`src/rtl/vga_rx.sv`:
```
// vga_rx: receiving end of the VGA video interface.
//
// Registers hsync/vsync/RGB444 on the pixel clock. From the registered syncs it
// recovers pixel coordinates and a pixel-valid strobe, measures line and frame
// length, and reports lock once timing is stable. The pixel stream stays gated
// off until the receiver is locked.
//
// Ports:
//   clk          pixel clock, all logic on posedge
//   reset        synchronous, active-high reset
//   hsync/vsync  received syncs (idle level H_POL/V_POL, pulse is the inverse)
//   rgb          received pixel, RGB444 {R[11:8], G[7:4], B[3:0]}
//   pixel_data   registered pixel, 2 clocks after rgb
//   pixel_x/y    column/row of pixel_data inside the active area
//   pixel_valid  pixel_data/x/y valid this cycle
//   frame_start  one-cycle pulse with the pixel at x=0, y=0
//   locked       timing stable for the last full frame
//   lock_lost    one-cycle pulse on the locked -> unlocked transition
//   h_total      last measured clocks per line
//   v_total      last measured lines per frame
module vga_rx #(
    parameter int   SCREEN_WIDTH  = 640,
    parameter int   SCREEN_HEIGHT = 480,
    parameter int   H_BP          = 48,
    parameter int   V_BP          = 33,
    parameter logic H_POL         = 1'b1,
    parameter logic V_POL         = 1'b1,
    parameter int   CW            = 12
) (
    input  logic          clk,
    input  logic          reset,
    input  logic          hsync,
    input  logic          vsync,
    input  logic [11:0]   rgb,
    output logic [11:0]   pixel_data,
    output logic [CW-1:0] pixel_x,
    output logic [CW-1:0] pixel_y,
    output logic          pixel_valid,
    output logic          frame_start,
    output logic          locked,
    output logic          lock_lost,
    output logic [CW-1:0] h_total,
    output logic [CW-1:0] v_total
);

    typedef enum logic [1:0] {UNLOCKED, MEASURE, LOCKED} state_e;

    localparam logic [CW-1:0] CNT_MAX = {CW{1'b1}};
    localparam logic [CW-1:0] ONE     = CW'(1);
    localparam logic [CW-1:0] H_LO    = CW'(H_BP);
    localparam logic [CW-1:0] H_HI    = CW'(H_BP + SCREEN_WIDTH);
    localparam logic [CW-1:0] V_LO    = CW'(V_BP);
    localparam logic [CW-1:0] V_HI    = CW'(V_BP + SCREEN_HEIGHT);

    function automatic logic [CW-1:0] sat_inc(input logic [CW-1:0] val);
        return (val == CNT_MAX) ? val : val + ONE;
    endfunction

    // Input stage and previous-sample registers.
    logic          s_hs_q, s_vs_q, p_hs_q, p_vs_q;
    logic [11:0]   s_rgb_q;

    // Position, measurement and FSM state.
    logic [CW-1:0] hcnt_q, hcnt_d, vcnt_q, vcnt_d;
    logic          v_pend_q, v_pend_d;
    logic [CW-1:0] lcnt_q, lcnt_d, fcnt_q, fcnt_d;
    logic [CW-1:0] h_total_q, h_total_d, v_total_q, v_total_d;
    logic          h_seen_q, h_seen_d, v_seen_q, v_seen_d;
    state_e        state_q, state_d;
    logic          mismatch_q, mismatch_d;

    // Output stage.
    logic [11:0]   pix_data_q, pix_data_d;
    logic [CW-1:0] pix_x_q, pix_x_d, pix_y_q, pix_y_d;
    logic          pix_valid_q, pix_valid_d;
    logic          frame_start_q, frame_start_d;
    logic          lock_lost_q, lock_lost_d;

    logic          h_start, h_end, v_start, v_end, active;
    logic [CW-1:0] h_period;
    logic          h_diff, v_diff, h_bad;

    assign h_start = (s_hs_q != H_POL) && (p_hs_q == H_POL);
    assign h_end   = (s_hs_q == H_POL) && (p_hs_q != H_POL);
    assign v_start = (s_vs_q != V_POL) && (p_vs_q == V_POL);
    assign v_end   = (s_vs_q == V_POL) && (p_vs_q != V_POL);

    // Period of the line that ends at this h_start.
    assign h_period = lcnt_q + ONE;
    assign h_diff   = (h_period != h_total_q);
    assign v_diff   = (fcnt_q != v_total_q);
    // A line that cannot be trusted while measuring: no reference yet, or different.
    assign h_bad    = h_start && ((h_total_q == '0) || h_diff);

    assign active = (hcnt_q >= H_LO) && (hcnt_q < H_HI) &&
                    (vcnt_q >= V_LO) && (vcnt_q < V_HI);

    // Lock FSM next state.
    always_comb begin
        // NOTE: every _d is given its hold value first, so no path through the
        // block leaves it unassigned and no latch is inferred.
        state_d    = state_q;
        mismatch_d = mismatch_q;
        case (state_q)
            UNLOCKED: begin
                if (v_start) begin
                    state_d    = MEASURE;
                    mismatch_d = 1'b0;
                end
            end
            MEASURE: begin
                if (v_start) begin
                    // A coincident h_start closes the last line of this frame,
                    // so its verdict counts towards this decision.
                    if (!(mismatch_q || h_bad) && (v_total_q != '0) && !v_diff)
                        state_d = LOCKED;
                    mismatch_d = 1'b0;
                end else if (h_bad) begin
                    mismatch_d = 1'b1;
                end
            end
            LOCKED: begin
                if ((h_start && h_diff) || (v_start && v_diff))
                    state_d = UNLOCKED;
            end
            default: state_d = UNLOCKED;
        endcase
    end

    // Counters, measurements and output stage next state.
    always_comb begin
        hcnt_d = h_end ? '0 : sat_inc(hcnt_q);

        // Frame start is deferred to the next line end so vcnt changes on a
        // line boundary.
        vcnt_d   = vcnt_q;
        v_pend_d = v_pend_q;
        if (h_end) begin
            if (v_pend_q) begin
                vcnt_d   = '0;
                v_pend_d = 1'b0;
            end else begin
                vcnt_d = sat_inc(vcnt_q);
            end
        end
        if (v_end)
            v_pend_d = 1'b1;

        lcnt_d    = sat_inc(lcnt_q);
        h_seen_d  = h_seen_q;
        h_total_d = h_total_q;
        if (h_start) begin
            lcnt_d   = '0;
            h_seen_d = 1'b1;
            if (h_seen_q)
                h_total_d = h_period;
        end

        fcnt_d    = h_start ? sat_inc(fcnt_q) : fcnt_q;
        v_seen_d  = v_seen_q;
        v_total_d = v_total_q;
        if (v_start) begin
            // A coincident h_start is the first line of the new frame.
            fcnt_d   = h_start ? ONE : '0;
            v_seen_d = 1'b1;
            if (v_seen_q)
                v_total_d = fcnt_q;
        end

        // Gate on the next state so pixel_valid drops the cycle after lock loss.
        pix_valid_d = active && (state_d == LOCKED);
        pix_data_d  = pix_data_q;
        pix_x_d     = pix_x_q;
        pix_y_d     = pix_y_q;
        if (pix_valid_d) begin
            pix_data_d = s_rgb_q;
            pix_x_d    = hcnt_q - H_LO;
            pix_y_d    = vcnt_q - V_LO;
        end
        frame_start_d = pix_valid_d && (hcnt_q == H_LO) && (vcnt_q == V_LO);
        lock_lost_d   = (state_q == LOCKED) && (state_d == UNLOCKED);
    end

    // NOTE: non-blocking assignments, so every register samples the pre-edge
    // value of its sources regardless of statement order.
    always_ff @(posedge clk) begin
        if (reset) begin
            // Previous samples park at the idle level: no spurious edge after reset.
            s_hs_q        <= H_POL;
            s_vs_q        <= V_POL;
            p_hs_q        <= H_POL;
            p_vs_q        <= V_POL;
            s_rgb_q       <= '0;
            hcnt_q        <= '0;
            vcnt_q        <= '0;
            v_pend_q      <= 1'b0;
            lcnt_q        <= '0;
            fcnt_q        <= '0;
            h_total_q     <= '0;
            v_total_q     <= '0;
            h_seen_q      <= 1'b0;
            v_seen_q      <= 1'b0;
            state_q       <= UNLOCKED;
            mismatch_q    <= 1'b0;
            pix_data_q    <= '0;
            pix_x_q       <= '0;
            pix_y_q       <= '0;
            pix_valid_q   <= 1'b0;
            frame_start_q <= 1'b0;
            lock_lost_q   <= 1'b0;
        end else begin
            s_hs_q        <= hsync;
            s_vs_q        <= vsync;
            p_hs_q        <= s_hs_q;
            p_vs_q        <= s_vs_q;
            s_rgb_q       <= rgb;
            hcnt_q        <= hcnt_d;
            vcnt_q        <= vcnt_d;
            v_pend_q      <= v_pend_d;
            lcnt_q        <= lcnt_d;
            fcnt_q        <= fcnt_d;
            h_total_q     <= h_total_d;
            v_total_q     <= v_total_d;
            h_seen_q      <= h_seen_d;
            v_seen_q      <= v_seen_d;
            state_q       <= state_d;
            mismatch_q    <= mismatch_d;
            pix_data_q    <= pix_data_d;
            pix_x_q       <= pix_x_d;
            pix_y_q       <= pix_y_d;
            pix_valid_q   <= pix_valid_d;
            frame_start_q <= frame_start_d;
            lock_lost_q   <= lock_lost_d;
        end
    end

    assign pixel_data  = pix_data_q;
    assign pixel_x     = pix_x_q;
    assign pixel_y     = pix_y_q;
    assign pixel_valid = pix_valid_q;
    assign frame_start = frame_start_q;
    assign locked      = (state_q == LOCKED);
    assign lock_lost   = lock_lost_q;
    assign h_total     = h_total_q;
    assign v_total     = v_total_q;

endmodule

```
`config.mk`:
```
export PLATFORM = sky130hd
export DESIGN_NAME = vga_rx
export DESIGN_NICKNAME = d
export VERILOG_FILES = /design/src/rtl/vga_rx.sv
export SDC_FILE = /design/constraint.sdc
export NUM_CORES = 1
export LEC_CHECK = 0
export ABC_AREA = 1
export CORE_UTILIZATION = 35
export DETAILED_ROUTE_END_ITERATION = 8
export DONT_BUFFER_PORTS = 1
export GPL_TIMING_DRIVEN = 1
export MAX_ROUTING_LAYER = met4
export PLACE_DENSITY_LB_ADDON = 0.08
export SYNTH_ARGS = -nofsm -noshare
export SYNTH_HDL_FRONTEND = slang
export SYNTH_SLANG_ARGS = --single-unit
```
`constraint.sdc`:
```
create_clock -name clk -period 5.3 [get_ports clk]
set_input_delay 1.06 -clock clk [delete_from_list [all_inputs] [get_ports clk]]
set_output_delay 1.06 -clock clk [all_outputs]
set_load 0.01 [all_outputs]
```
Word-level counts from Yosys, hierarchy flattened
Cells that the tools add are included.
Operators by class
  add/subtract/negate cells: 6
  order comparisons: 4
  eq/ne operators: 15
  multiplexer cells: 17
  bitwise operators: 4
  reduce and logical (&&, ||, !) cells: 35
Operator list (count)
  2-to-1 mux 12 bit: 5
  adder 12 x 1 -> 12 bit (second input constant): 4
  == test 12 bit (second input constant): 4
  == test 12 x 6 -> 1 bit (second input constant): 2
  greater-or-equal comparator 12 x 6 -> 1 bit (second input constant): 2
  < comparator 12 x 10 -> 1 bit (second input constant): 2
  inequality test 12 bit: 2
  subtractor 12 x 6 -> 12 bit (second input constant): 2
  logical AND 1 bit: 16
  logical NOT 12 bit: 1
  nonzero test 12 bit: 1
  2-to-1 mux 2 bit: 4
  AND reduction 2 bit: 4
  2-to-1 mux 1 bit: 6
  inequality test 2 bit (second input constant): 3
  case mux 2 bit (3 select lines): 1
  nonzero test 2 bit: 3
  == test 2 bit (second input constant): 2
  logical NOT 2 bit: 2
  inverter 1 bit: 4
  OR reduction 2 bit: 2
  logical OR 1 bit: 3
  inequality test 3 bit (second input constant): 1
  AND reduction 3 bit: 1
  other kinds (3): 4
Word-level totals
  bits in registers: 133
  input port bits: 16
  output and inout port bits: 64

Depth between registers and ports, before layout
Gate-level depths: netlist (run 1).
  depth in word-level cells: 15
  mapped depth: 19

Worst setup path before layout (run 1)
OpenSTA, ideal clock, no wires.
  path type: input port to flip-flop
  from: in reset
  to: reg vcnt_q[5]
  arrival time: 1.973 ns
  path slack: 3.204 ns
  cell stages on the path: 6
  path buffers: 1
  cells stage by stage: clkbuf_1 inv_2 a21oi_1 inv_1 o21ai_0 a21oi_1
RTL lines
  from (decl): RTL line 31  | input logic reset,
  to (signal assigned): RTL line 218  | vcnt_q <= vcnt_d;
  to (decl): RTL line 64  | logic [CW-1:0] hcnt_q, hcnt_d, vcnt_q, vcnt_d;

Final worst setup path (run 1)
  from: reg vcnt_q[0]
  to: reg pix_x_q[1], in the netlist pixel_x[1]
On the way
  cells in the longest elaborated chain, start to end: 4
  elaborated cells between the ends (all ways): 5
Ends and longest elaborated chain
  greater-or-equal comparator 12 x 6 -> 1 bit: RTL line 96  | (vcnt_q >= V_LO) && (vcnt_q < V_HI);
  logical AND 1 bit: RTL line 95  | assign active = (hcnt_q >= H_LO) && (hcnt_q < H_HI) &&
  logical AND 1 bit *: RTL line 96
  logical AND 1 bit *: RTL line 171  | pix_valid_d = active && (state_d == LOCKED);
  to (signal assigned): RTL line 229  | pix_x_q <= pix_x_d;
  to (decl): RTL line 74  | logic [CW-1:0] pix_x_q, pix_x_d, pix_y_q, pix_y_d;
Every way passes the cells marked *; elsewhere a longest branch is shown, timed or not.
A chain may end at the register's enable or synchronous reset.

==> flow_summary.yaml, run 1 <==
die:
  core.rowCount: 48
  core_area_mm2: 0.01748
  die-height_um: 136.4
  floorplan.die_area_mm2: 0.01861
  num_io_pins: 80
  dieWidth_um: 136.4
  initial_core_util: 0.3618
cts:
  cts_post_setup_buffers_inserted: 0
  htreeDepth: 4
  clock_latency_ps: 420
  cts_made_buffers: 17
  root_buffer_selected_by_cts: "sky130_fd_sc_hd__clkbuf_16"
  clock_tree_from_tritoncts: "done"
  clk_transition_reported_paths_ps: 60
  hold_buffers: 0
  maximum_number_of_buffers_from_clock_root_to_sink: 2
  ctsResizeCount: 0
  cts_sinks: 133
setup_path:
  worst_path_required_time_ps: 5610
  crit_slowest_cell: "sky130_fd_sc_hd__a41oi_1"
  worst_path_arrival_ps: 3530
  crit_top_cell: "sky130_fd_sc_hd__nor2_1"
  timing.reg2reg.worst_path_depth: 9
  crit_fanout: 61
  startpoint_type: "flop"
  setup.worst_path.class: "reg -> reg"
  crit_path_cells: "inv_1 > ha_1 > nand3_1 > o21ai_0 > nand4_1 > a41oi_1 > nand3_4 > nor2_1 > nor2_1"
  cpPeakStageDelay_ps: 750
  endpoint_kind: "flop"
finish:
  area_growth_pct: 12.25
  number_of_fill_cells: 1855
  multi_input_area_mm2: 0.002888
  final-instance-count-excl-fill: 1158
  antenna_cells_inserted: 0
  final_util: 0.4061
  most_frequent_cells_in_the_layout: "186 x sky130_fd_sc_hd__nand2_1, 157 x sky130_fd_sc_hd__inv_1, 133 x sky130_fd_sc_hd__dfxtp_1, 130 x sky130_fd_sc_hd__nor2_1, 63 x sky130_fd_sc_hd__a21oi_1"
  final_common_cell: "sky130_fd_sc_hd__nand2_1"
  regArea_mm2: 0.002663
  nNetsFinal: 944
  layout_cell_share_with_drive_strength_beyond_1: 0.07181
global_route:
  grt_antenna_before_repair: 0
  grt_start_max_net_pins: 62
  wire_length_of_the_first_global_routing_pass_mm: 25.50
  vias_in_the_first_global_route: 4987
  global_route.overflow_total: 0
  grt_usage: 0.1829
pwr:
  vdd_ir_drop_max_uv: 232.4
  p_leak_nw: 3.181
  cellPowerDensity_mw_per_mm2: 331.5
  total_power_mw: 2.353
worst_hold_path:
  min_path_cells: 2
  hold_path_class: "reg -> reg"
placement:
  placed_cells_incl_taps: 1126
  port_buffers: 0
  hpwl_mm: 11.25
  gp_congestion: 0.8314
  dp_slack_ps: 2038
job:
  max_cap_violations: 0
detailed_routing:
  drt_drc_violations_left: 0
  initialDrtViolationCount: 349
  detail_route.vias_per_cell: 4.684
  totalWireLength_mm: 15.62
  wire_per_inst_um: 13.48
  detail_route.first_pass.iterations: 5
  drtAntennaViolNets: 0
  vias: 5424
timing:
  drv_slew: 0
  post-route-worst-setup-slack_ps: 2085
  max_slew.worst_pin.slew_ps: 961.9
  finalClockSkew_ps: 11.02
  total_setup_violations_reported_at_the_end_of_the_flow: 0
  rsz0062_at_grt: "false"
  max_clock_freq_mhz: 311.0
  finalSetupTns_ps: 0
  period_share: 0.6067
  period_needed_ps: 3215
  timing.max_slew.rel_slack: 0.3503
  final_count_of_hold_timing_violations: 0
logic_synthesis:
  synthXorXnorAreaFrac: 0.03740
  synth-compound-area-share: 0.09458
  yosysWarningCount: 0
  synth.top_cells.by_area: "sky130_fd_sc_hd__dfxtp_1 42%, sky130_fd_sc_hd__nand2_1 11%, sky130_fd_sc_hd__inv_1 9.3%, sky130_fd_sc_hd__nor2_1 7.7%, sky130_fd_sc_hd__a21oi_1 5.0%"
  synthAdderAreaFrac: 0.01583
  synth_area_per_cell_um2: 6.822
  synth_largest_area_cell: "sky130_fd_sc_hd__dfxtp_1"
  syn-instance-count: 927
  synth_simple_gate_area_share: 0.3089
  main_combinational_cell_family_by_area_after_synthesis: "simple AND/OR/NAND/NOR gates"
  yosysTopAreaCellShare: 0.4211
  number_of_synthesized_register_bits: 133
  synth.net_count: 951
  post_synth_mux_area_share: 0
  syn_area_mm2: 0.006324
  synth.distinct_cells: 35
  ys_seq_area_frac: 0.4211
outcome:
  status: "finished, final reports clean"
## worst paths after layout
kind | from | end | slack, ps
setup / recovery | vcnt_q[0] | pixel_x[1] | 2080
hold / removal | s_hs_q | p_hs_q | 450
setup reg to reg | vcnt_q[0] | pixel_x[1] | 2080
hold reg to reg | s_hs_q | p_hs_q | 450
## cell families after synthesis
family,Yosys count
AND/OR/NAND/NOR,451
buffers and inverters,196
flip-flops,133
AO/OA/AOI/OAI,112
XOR/XNOR,27
adder cells (fa/ha/maj),8
## cell usage after synthesis, drive strengths merged
| master | instances |
|---|---|
| a211oi | 3 |
| and3 | 1 |
| or2 | 4 |
| a221oi | 1 |
| ha | 8 |
| nand2 | 198 |
| xor2 | 24 |
| o21ai | 35 |
| nand4 | 19 |
| a21oi | 63 |
| o21bai | 2 |
| nor2 | 133 |
| a41oi | 1 |
| a2bb2oi | 1 |
| xnor2 | 3 |
| buf | 10 |
| nor3 | 29 |
| nand3 | 57 |
| nor3b | 2 |
| clkbuf | 19 |
| a21boi | 1 |
| o211ai | 4 |
| a31oi | 1 |
| dfxtp | 133 |
| nor4 | 8 |
| inv | 167 |
## cell type report
| type | count | share of cell area |
|---|---|---|
| flip-flops and latches | 133 | 0.3751 |
| clock inverters | 14 | 0.02503 |
| repair buffers | 3 | 0.003173 |
| multi-input cells | 598 | 0.4068 |
| well taps | 225 | 0.03966 |
| clock buffers | 18 | 0.06187 |
| inverters | 167 | 0.08831 |
## layer usage
layer	share of wire	wire, µm	vias up	track usage
li1	-	-	2896	-
met1	0.48	7420	2440	0.2228
met2	0.48	7478	75	0.2919
met3	0.036	557	13	0.04847
met4	0.010	158	0	0.05926
met5	0	0	-	-
## through the flow
step | area, µm² | hold slack [ps]
final | 7098 | 451.2
after global placement | 6481 | 433.7
after detailed placement | 6481 | 437.2
after CTS | 7098 | 454.3
after global routing | 7098 | 465.5
after floorplan | 6324 | 416.9
## worst max-delay path: cells and delay by family (launching register included)
kind	cells	cell delay, ps
and+or+nand+nor	5	1330
AOI/OAI and AO/OA	2	980
DFF	1	330
adders and majority gates	1	240
buffers and inverters	1	190
## report_power, final
group / internal (mW) / total, mW / switching [mW] / leakage [nW]
Clock: 0.757 / 1.23 / 0.474 / 0.300
Sequential: 1.02 / 1.04 / 0.0176 / 1.08
Combinational: 0.0298 / 0.0880 / 0.0583 / 1.80
## sequential cells by signal, indices dropped and copies added (netlist names), 2 cells and up
name	flops
fcnt_q	12
h_total	12
hcnt_q	12
lcnt_q	12
pixel_data	12
pixel_x	12
pixel_y	12
s_rgb_q	12
v_total	12
vcnt_q	12
state_q	2
No activity file was read; power rests on OpenSTA's default activity.
==> inputs of run 2 (changes only) <==
- clock period: 5.3 -> 2.72 ns (I/O delays scaled with it)
==> run 2 against run 1 <==
Clock power is 85% higher. Maximum frequency grew 31%. Cell count up 0.95%. Global-route usage shrank 0.11 points. Hold slack got worse by 250 ps. Final area increased by 0.86%. Combinational power is 100% higher.
==> flow_summary.yaml, run 2 (synthesis gave the netlist of run 1 again) <==
outcome:
  status: "finished, final reports clean"
setup_path:
  startpoint_type: "flop"
  worst_path_required_time_ps: 3040
  crit_slowest_cell: "sky130_fd_sc_hd__dfxtp_1"
  crit_fanout: 61
  worst_path_arrival_ps: 2770
  rr_startpoint: "lcnt_q[0]"
  crit_path_cells: "ha_1 > nand2_1 > o21ai_0 > nand2_1 > nand2_1 > nand2_1 > nor2_1 > nand2_1 > nor2_1 > nand2_1 > nand2_1 > nand3_2 > nand2_2 > nand3_4 > buf_12 > nor2_1 > nor2_1"
  endpoint_kind: "flop"
  crit_top_cell: "sky130_fd_sc_hd__nand2_1"
  setup.worst_path.start: "lcnt_q[0]"
  cpPeakStageDelay_ps: 390
  setup.worst_path.class: "reg -> reg"
timing:
  final_count_of_hold_timing_violations: 0
  drv_slew: 0
  rsz0062_at_grt: "false"
  max_clock_freq_mhz: 408.0
  timing.max_slew.rel_slack: 0.6342
  period_share: 0.9012
  period_needed_ps: 2451
  finalClockSkew_ps: 11.55
  max_slew.worst_pin.slew_ps: 547.3
  total_setup_violations_reported_at_the_end_of_the_flow: 0
  finalSetupTns_ps: 0
die:
  core.rowCount: 48
  dieWidth_um: 136.4
  die-height_um: 136.4
  core_area_mm2: 0.01748
  floorplan.die_area_mm2: 0.01861
  initial_core_util: 0.3618
  num_io_pins: 80
cts:
  cts_sinks: 133
  clock_tree_from_tritoncts: "done"
  ctsResizeCount: 0
  root_buffer_selected_by_cts: "sky130_fd_sc_hd__clkbuf_16"
  clk_transition_reported_paths_ps: 60
  maximum_number_of_buffers_from_clock_root_to_sink: 2
  hold_buffers: 0
  cts_made_buffers: 17
  clock_latency_ps: 420
  htreeDepth: 4
  cts_post_setup_buffers_inserted: 0
finish:
  layout_cell_share_with_drive_strength_beyond_1: 0.08157
  final_util: 0.4097
  final-instance-count-excl-fill: 1169
  most_frequent_cells_in_the_layout: "186 x sky130_fd_sc_hd__nand2_1, 157 x sky130_fd_sc_hd__inv_1, 133 x sky130_fd_sc_hd__dfxtp_1, 130 x sky130_fd_sc_hd__nor2_1, 63 x sky130_fd_sc_hd__a21oi_1"
  nNetsFinal: 955
  antenna_cells_inserted: 0
  post_layout_instance_area_mm2: 0.007159
  area_growth_pct: 13.22
  final_common_cell: "sky130_fd_sc_hd__nand2_1"
  number_of_fill_cells: 1850
worst_hold_path:
  holdCritStartpoint: "reset"
  hold_path_class: "in -> reg"
detailed_routing:
  totalWireLength_mm: 15.50
  vias: 5372
  wire_per_inst_um: 13.25
  drt_drc_violations_left: 0
  drtAntennaViolNets: 0
  initialDrtViolationCount: 324
  detail_route.vias_per_cell: 4.595
  detail_route.first_pass.iterations: 5
global_route:
  grt_antenna_before_repair: 0
  grt_start_max_net_pins: 62
  busiest_layer: "met2"
  grtUsageMet2: 0.2840
  wire_length_of_the_first_global_routing_pass_mm: 25.15
  vias_in_the_first_global_route: 4900
  grt_usage: 0.1818
  grt_use_met3: 0.04139
  global_route.usage.met1: 0.2242
  global_route.overflow_total: 0
job:
  max_cap_violations: 0
pwr:
  total_power_mw: 4.472
  p_leak_nw: 3.208
  vdd_ir_drop_max_uv: 399.2
  cellPowerDensity_mw_per_mm2: 624.6
placement:
  dpl-instance-area_mm2: 0.006576
  placed_cells_incl_taps: 1137
  gp_congestion: 0.8516
  port_buffers: 0
  hpwl_mm: 11.15
run 2: final timing paths:
kind | endpoint | slack, ps | depth (start not counted)
worst max-delay path | pixel_data[6] | 270 | 17
worst max register to register | pixel_data[6] | 270 | 17
worst min-delay path | vcnt_q[0] | 200 | 1
worst min register to register | h_seen_q | 450 | 2
run 2: report_power, final:
group / switching, mW / leakage [nW] / internal, mW
combinational: 0.116 / 1.86 / 0.0621
clock: 0.923 / 0.265 / 1.35
sequential: 0.0335 / 1.08 / 1.98
run 2: metal layers:
metal	vias to the layer above	share of wire
li1	2909	-
met1	2381	0.48
met2	68	0.47
met3	14	0.035
met4	0	0.012
met5	-	0
run 2: final cells by class:
class	count	area, µm²	share of cell area
Clock buffer	18	429.2	0.05994
Clock inverter	14	153.9	0.02150
Inverter	167	626.9	0.08756
Multi-Input combinational cell	598	2888	0.4034
Sequential cell	133	2663	0.3719
Tap cell	225	281.5	0.03932
Timing Repair Buffer	14	117.6	0.01643
run 2: worst max-delay path, delay by kind of cell (launching register included):
family                   cells  cell delay, ps
buffers and inverters        1             220
AND/OR/NAND/NOR             14            1250
flip-flops                   1             390
adder cells (fa/ha/maj)      1             210
AO/OA/AOI/OAI                1             250
run 2: through the flow:
stage / setup WS, ps / hold WS, ps
CTS: 272.1 / 171.8
detailed placement: 289.1 / 444.2
floorplan: 650.4 / 416.9
global route: 25.35 / 179.9
global placement: 294.1 / 437.0
finish: 268.7 / 201.6
